==> src/rtl/portin_fifo.sv <==
// Serial router input port: decodes a frame_n/valid_n/di lane into {addr, payload}
// packets and queues complete packets in a show-ahead circular buffer.
module portin_fifo #(
  parameter int ADDR_W    = 4,
  parameter int PAYLOAD_W = 32,
  parameter int DEPTH     = 4,
  parameter int CNT_W     = 8
) (
  input  logic                   clock,
  input  logic                   reset,
  input  logic                   frame_n,
  input  logic                   valid_n,
  input  logic                   di,
  output logic                   out_vld,
  output logic [ADDR_W-1:0]      out_addr,
  output logic [PAYLOAD_W-1:0]   out_payload,
  input  logic                   pop,
  output logic [$clog2(DEPTH):0] level,
  output logic [CNT_W-1:0]       err_cnt,
  output logic [CNT_W-1:0]       drop_cnt,
  output logic [1:0]             fsm_state
);
  localparam int MAXW  = (ADDR_W > PAYLOAD_W) ? ADDR_W : PAYLOAD_W;
  localparam int CW    = $clog2(MAXW);
  localparam int PTR_W = $clog2(DEPTH);
  localparam int LVL_W = PTR_W + 1;
  localparam int PKT_W = ADDR_W + PAYLOAD_W;
  localparam logic [CW-1:0]    A_LAST   = CW'(ADDR_W - 1);
  localparam logic [CW-1:0]    P_LAST   = CW'(PAYLOAD_W - 1);
  localparam logic [CNT_W-1:0] CNT_MAX  = '1;
  localparam logic [LVL_W-1:0] LVL_FULL = LVL_W'(DEPTH);

  typedef enum logic [1:0] {IDLE, ADDR, DATA, DROP} state_t;

  state_t               state;
  logic [CW-1:0]        cnt;
  logic                 resync;
  logic [ADDR_W-1:0]    addr_sr, addr_shift;
  logic [PAYLOAD_W-1:0] pay_sr, pay_shift;
  logic                 err_evt, commit_evt;
  logic                 pend;
  logic [ADDR_W-1:0]    pend_addr;
  logic [PAYLOAD_W-1:0] pend_payload;

  logic [PKT_W-1:0]     mem [DEPTH];
  logic [PTR_W-1:0]     wr_ptr, rd_ptr;
  logic                 full, do_pop, do_push, drop_evt;

  assign fsm_state = state;

  // Bits arrive LSB first, so shift right and insert at the MSB.
  always_comb begin
    addr_shift = addr_sr >> 1;
    addr_shift[ADDR_W-1] = di;
    pay_shift = pay_sr >> 1;
    pay_shift[PAYLOAD_W-1] = di;
  end

  always_comb begin
    err_evt    = 1'b0;
    commit_evt = 1'b0;
    case (state)
      IDLE: err_evt = !resync && !valid_n;
      ADDR: err_evt = frame_n || !valid_n;
      DATA: begin
        if (!valid_n) begin
          if (!frame_n) begin
            err_evt = (cnt == P_LAST);
          end else begin
            commit_evt = (cnt == P_LAST);
            err_evt    = (cnt != P_LAST);
          end
        end else if (frame_n) begin
          err_evt = 1'b1;
        end
      end
      default: ;
    endcase
  end

  // resync keeps a frame already in flight at reset release from being decoded.
  always_ff @(posedge clock or posedge reset) begin
    if (reset) begin
      state        <= IDLE;
      cnt          <= '0;
      resync       <= 1'b1;
      addr_sr      <= '0;
      pay_sr       <= '0;
      pend         <= 1'b0;
      pend_addr    <= '0;
      pend_payload <= '0;
      err_cnt      <= '0;
    end else begin
      pend <= commit_evt;
      if (commit_evt) begin
        pend_addr    <= addr_sr;
        pend_payload <= pay_shift;
      end
      if (err_evt && err_cnt != CNT_MAX) err_cnt <= err_cnt + 1'b1;
      case (state)
        IDLE: begin
          if (resync) begin
            if (frame_n) resync <= 1'b0;
          end else if (!frame_n && valid_n) begin
            addr_sr <= addr_shift;
            if (ADDR_W == 1) begin
              state <= DATA;
              cnt   <= '0;
            end else begin
              state <= ADDR;
              cnt   <= CW'(1);
            end
          end else if (!frame_n && !valid_n) begin
            state <= DROP;
          end
        end
        ADDR: begin
          if (!frame_n && valid_n) begin
            addr_sr <= addr_shift;
            if (cnt == A_LAST) begin
              state <= DATA;
              cnt   <= '0;
            end else begin
              cnt <= cnt + 1'b1;
            end
          end else if (!frame_n) begin
            state <= DROP;
          end else begin
            state <= IDLE;
          end
        end
        DATA: begin
          if (!valid_n) begin
            pay_sr <= pay_shift;
            if (!frame_n) begin
              if (cnt == P_LAST) state <= DROP;
              else cnt <= cnt + 1'b1;
            end else begin
              state <= IDLE;
            end
          end else if (frame_n) begin
            state <= IDLE;
          end
        end
        default: if (frame_n) state <= IDLE;
      endcase
    end
  end

  // A pop on the push edge frees the slot, so a full buffer still accepts the push.
  assign full     = (level == LVL_FULL);
  assign do_pop   = pop && (level != '0);
  assign do_push  = pend && (!full || do_pop);
  assign drop_evt = pend && full && !do_pop;

  always_ff @(posedge clock or posedge reset) begin
    if (reset) begin
      for (int i = 0; i < DEPTH; i++) mem[i] <= '0;
      wr_ptr   <= '0;
      rd_ptr   <= '0;
      level    <= '0;
      drop_cnt <= '0;
    end else begin
      if (do_push) begin
        mem[wr_ptr] <= {pend_addr, pend_payload};
        wr_ptr      <= wr_ptr + 1'b1;
      end
      if (do_pop) rd_ptr <= rd_ptr + 1'b1;
      case ({do_push, do_pop})
        2'b10:   level <= level + 1'b1;
        2'b01:   level <= level - 1'b1;
        default: level <= level;
      endcase
      if (drop_evt && drop_cnt != CNT_MAX) drop_cnt <= drop_cnt + 1'b1;
    end
  end

  assign out_vld                 = (level != '0);
  assign {out_addr, out_payload} = mem[rd_ptr];
endmodule

==> config.mk <==
export PLATFORM = sky130hd
export DESIGN_NAME = portin_fifo
export DESIGN_NICKNAME = d
export VERILOG_FILES = /design/src/rtl/portin_fifo.sv
export SDC_FILE = /design/constraint.sdc
export NUM_CORES = 1
export LEC_CHECK = 0
export ABC_AREA = 1
export CORE_UTILIZATION = 54
export CTS_CLUSTER_SIZE = 14
export DETAILED_ROUTE_END_ITERATION = 12
export GPL_TIMING_DRIVEN = 0
export PLACE_DENSITY = 0.86
export SLEW_MARGIN = 20
export SYNTH_ARGS = -nofsm -noshare
export SYNTH_HDL_FRONTEND = slang
export SYNTH_SLANG_ARGS = --single-unit
==> constraint.sdc <==
create_clock -name clock -period 9.1 [get_ports clock]
set_input_delay 1.82 -clock clock [delete_from_list [all_inputs] [get_ports clock]]
set_output_delay 1.82 -clock clock [all_outputs]
set_load 0.02 [all_outputs]
==> flow_summary.json <==
{
  "cts_made_buffers": 25,
  "yosys.area_share.simple_pct": 21.9,
  "synth.top_cell.area_share_pct": 53.7,
  "gp_congestion": 0.863,
  "synth_cells": 1383,
  "cts_sinks": 247,
  "worstPathArrival_ns": 3.06,
  "vias": 9967,
  "core_um2": 20600,
  "dpl-instance-area_um2": 12500,
  "clock_latency_ns": 0.52,
  "avgSynthCellArea_um2": 8.30,
  "cts_hold_buf": 0,
  "drv_cap": 0,
  "cts_max_path_buffers": 3,
  "post_cts_resized": 0,
  "initialDrtViolationCount": 836,
  "cts-root-buf": "clkbuf_16",
  "fmax_ghz": 0.205,
  "slew_viol_final": 0,
  "fin_area_um2": 13300,
  "synth_adder_area_share_pct": 1.70,
  "dp_hpwl_mm": 18.9,
  "p_per_area_nw_per_um2": 268,
  "max_slew_margin_pct": 56.0,
  "synthFlopType": "dfrtp_1",
  "setup_viol_count_final": 0,
  "vias_per_cell": 5.65,
  "dieArea_um2": 21800,
  "grt_use_total_pct": 27.4,
  "layout_min_cycle_time_ns": 4.88,
  "synth_area_um2": 11500,
  "hold_ws_ns": 0.470,
  "fin_crit_sh_pct": 53.7,
  "crit_path_end_kind": "output pin",
  "synth.distinct_cells": 32,
  "synthMuxAreaShare_pct": 0,
  "yosysMostFrequentCell": "nand2_1",
  "ant_nets": 0,
  "ios": 64,
  "cts_max_level": 1,
  "wirelength_mm": 28.6,
  "dieHeight_um": 148,
  "grt_max_degree": 85,
  "crit_type": "flip-flop to output pin",
  "synth_compound_area_share_pct": 15.2,
  "tightest_slew_ns": 0.659,
  "synth-edff-count": 0,
  "grt_pass1_wl_mm": 47.7,
  "finish.net_count": 1496,
  "port_buffers": 63,
  "synth_common_cells": "468 x nand2_1, 246 x dfrtp_1, 190 x o21ai_0",
  "drc": 0,
  "hold_viol_final": 0,
  "fin_skew_ns": 0.0147,
  "power_leakage_uw": 0.00686,
  "status": "finished, final reports clean",
  "critPathRequiredTime_ns": 7.28,
  "total_power_uw": 3560,
  "yosysWarnings": 0,
  "crit_fanout": 10,
  "synth_top_area_cell": "dfrtp_1",
  "grt_overflow_total": 0,
  "ys_ff_latch": 247,
  "drive_gt1_share_pct": 7.03,
  "first_pass_iters": 5,
  "post_cts_buffers": 0,
  "synthTopCellsByArea": "dfrtp_1 54%, nand2_1 15%, o21ai_0 8.3%",
  "rsz0062_at_grt": "no",
  "synthXorXnorAreaFrac_pct": 0.840,
  "fp.dieW_um": 148,
  "start_util_pct": 55.8,
  "grt_pass1_vias": 9755,
  "hold_path_class": "flip-flop to flip-flop",
  "diodes": 0,
  "async_flop_share_pct": 100,
  "syn_to_final_growth_pct": 15.9,
  "ys_seq_area_share_pct": 53.9,
  "syn_nets": 1404,
  "cts_tree": "built",
  "start_kind": "flip-flop",
  "synth_top_family_by_area": "simple AND/OR/NAND/NOR gates",
  "antenna_found_initial": 0,
  "clkTransAtPathRegs_ns": 0.07,
  "wl_per_cell_um": 16.2,
  "rows": 52,
  "vdd_drop_max_uv": 179
}
metrics by stage:
stage | utilization, % | instances | worst slack (ns) | setup TNS, ns
after floorplan | - | 1383 | 0.495 | 0
after global placement | 60.5 | 1716 | -2.40 | -588.99
after detailed placement | 60.8 | 1718 | 4.91 | 0
after CTS | 64.7 | 1764 | 4.30 | 0
after global routing | 64.7 | 1764 | 4.11 | 0
final | 64.7 | 1764 | 4.22 | 0
cell type report:
cell class	count	area, um2
sequential	247	6180
tap	270	338
timing repair buffer	65	686
buffer	78	435
fill	1645	7260
multi-input combinational	978	4560
inverter	80	308
clock inverter	9	73.8
clock buffer	37	721
power by group:
group          switching [uW]  internal [uW]
Clock                     423            577
Sequential               72.5           1200
Combinational             813            475
worst max-delay path: stages (launching register included):
cell and delay (ns):
dfrtp_1 0.37, clkbuf_1 0.24, inv_1 0.37, clkbuf_1 0.39, o21ai_0 0.25, o22ai_1 0.26
clkdlybuf4s50_1 0.66
layout by cell type, fill, tap and decap left out, drive strengths merged, types with 8 or more instances in the layout:
cell type,synthesis,routed
nand2,474,474
o21ai,292,292
dfrtp,246,246
nor2,102,102
inv,78,79
clkbuf,35,72
clkdlybuf4s50,0,63
buf,43,45
o22ai,36,36
nand3,31,31
ha,14,14
a21oi,11,11
clkinv,2,9
xor2,8,8
sequential cells by signal, indices dropped and copies added (netlist names), 2 cells and up:
| register | count |
|---|---|
| pend_addr | 4 |
| pend_payload | 32 |
| rd_ptr | 2 |
| addr_sr | 4 |
| err_cnt | 8 |
| drop_cnt | 8 |
| mem | 144 |
| cnt | 5 |
| level | 3 |
| wr_ptr | 2 |
| pay_sr | 31 |
| fsm_state | 2 |
path summary, 6_finish.rpt:
| check | to | startpoint | cells after the start | slack, ns |
|---|---|---|---|---|
| hold / removal | mem[68]$_DFFE_PP0P_ | mem[68]$_DFFE_PP0P_ | 2 | 0.47 |
| min in group asynchronous | pay_sr[27]$_DFFE_PP0P_ | reset | 2 | 1.78 |
| setup reg to reg | level[2]$_DFFE_PP0P_ | level[1]$_DFFE_PP0P_ | 11 | 6.71 |
| max in group asynchronous | drop_cnt[7]$_DFFE_PP0P_ | reset | 4 | 6.16 |
| hold reg to reg | mem[68]$_DFFE_PP0P_ | mem[68]$_DFFE_PP0P_ | 2 | 0.47 |
| setup / recovery | out_payload[28] | rd_ptr[1]$_DFFE_PP0P_ | 6 | 4.22 |
layer usage:
layer	GRT usage, %	wire length (um)	share of wire (%)
met1	36.3	11600	41
met2	45.4	13900	49
met3	3.95	2260	7.9
met4	11.0	788	2.8
met5	0	0	0
logic make-up after synthesis:
family	count (synthesis)
compound gates	339
xor+xnor	11
fa+ha+maj	15
buf+inv	158
flops	247
simple gates	613
No activity file was read; power rests on OpenSTA's default activity.
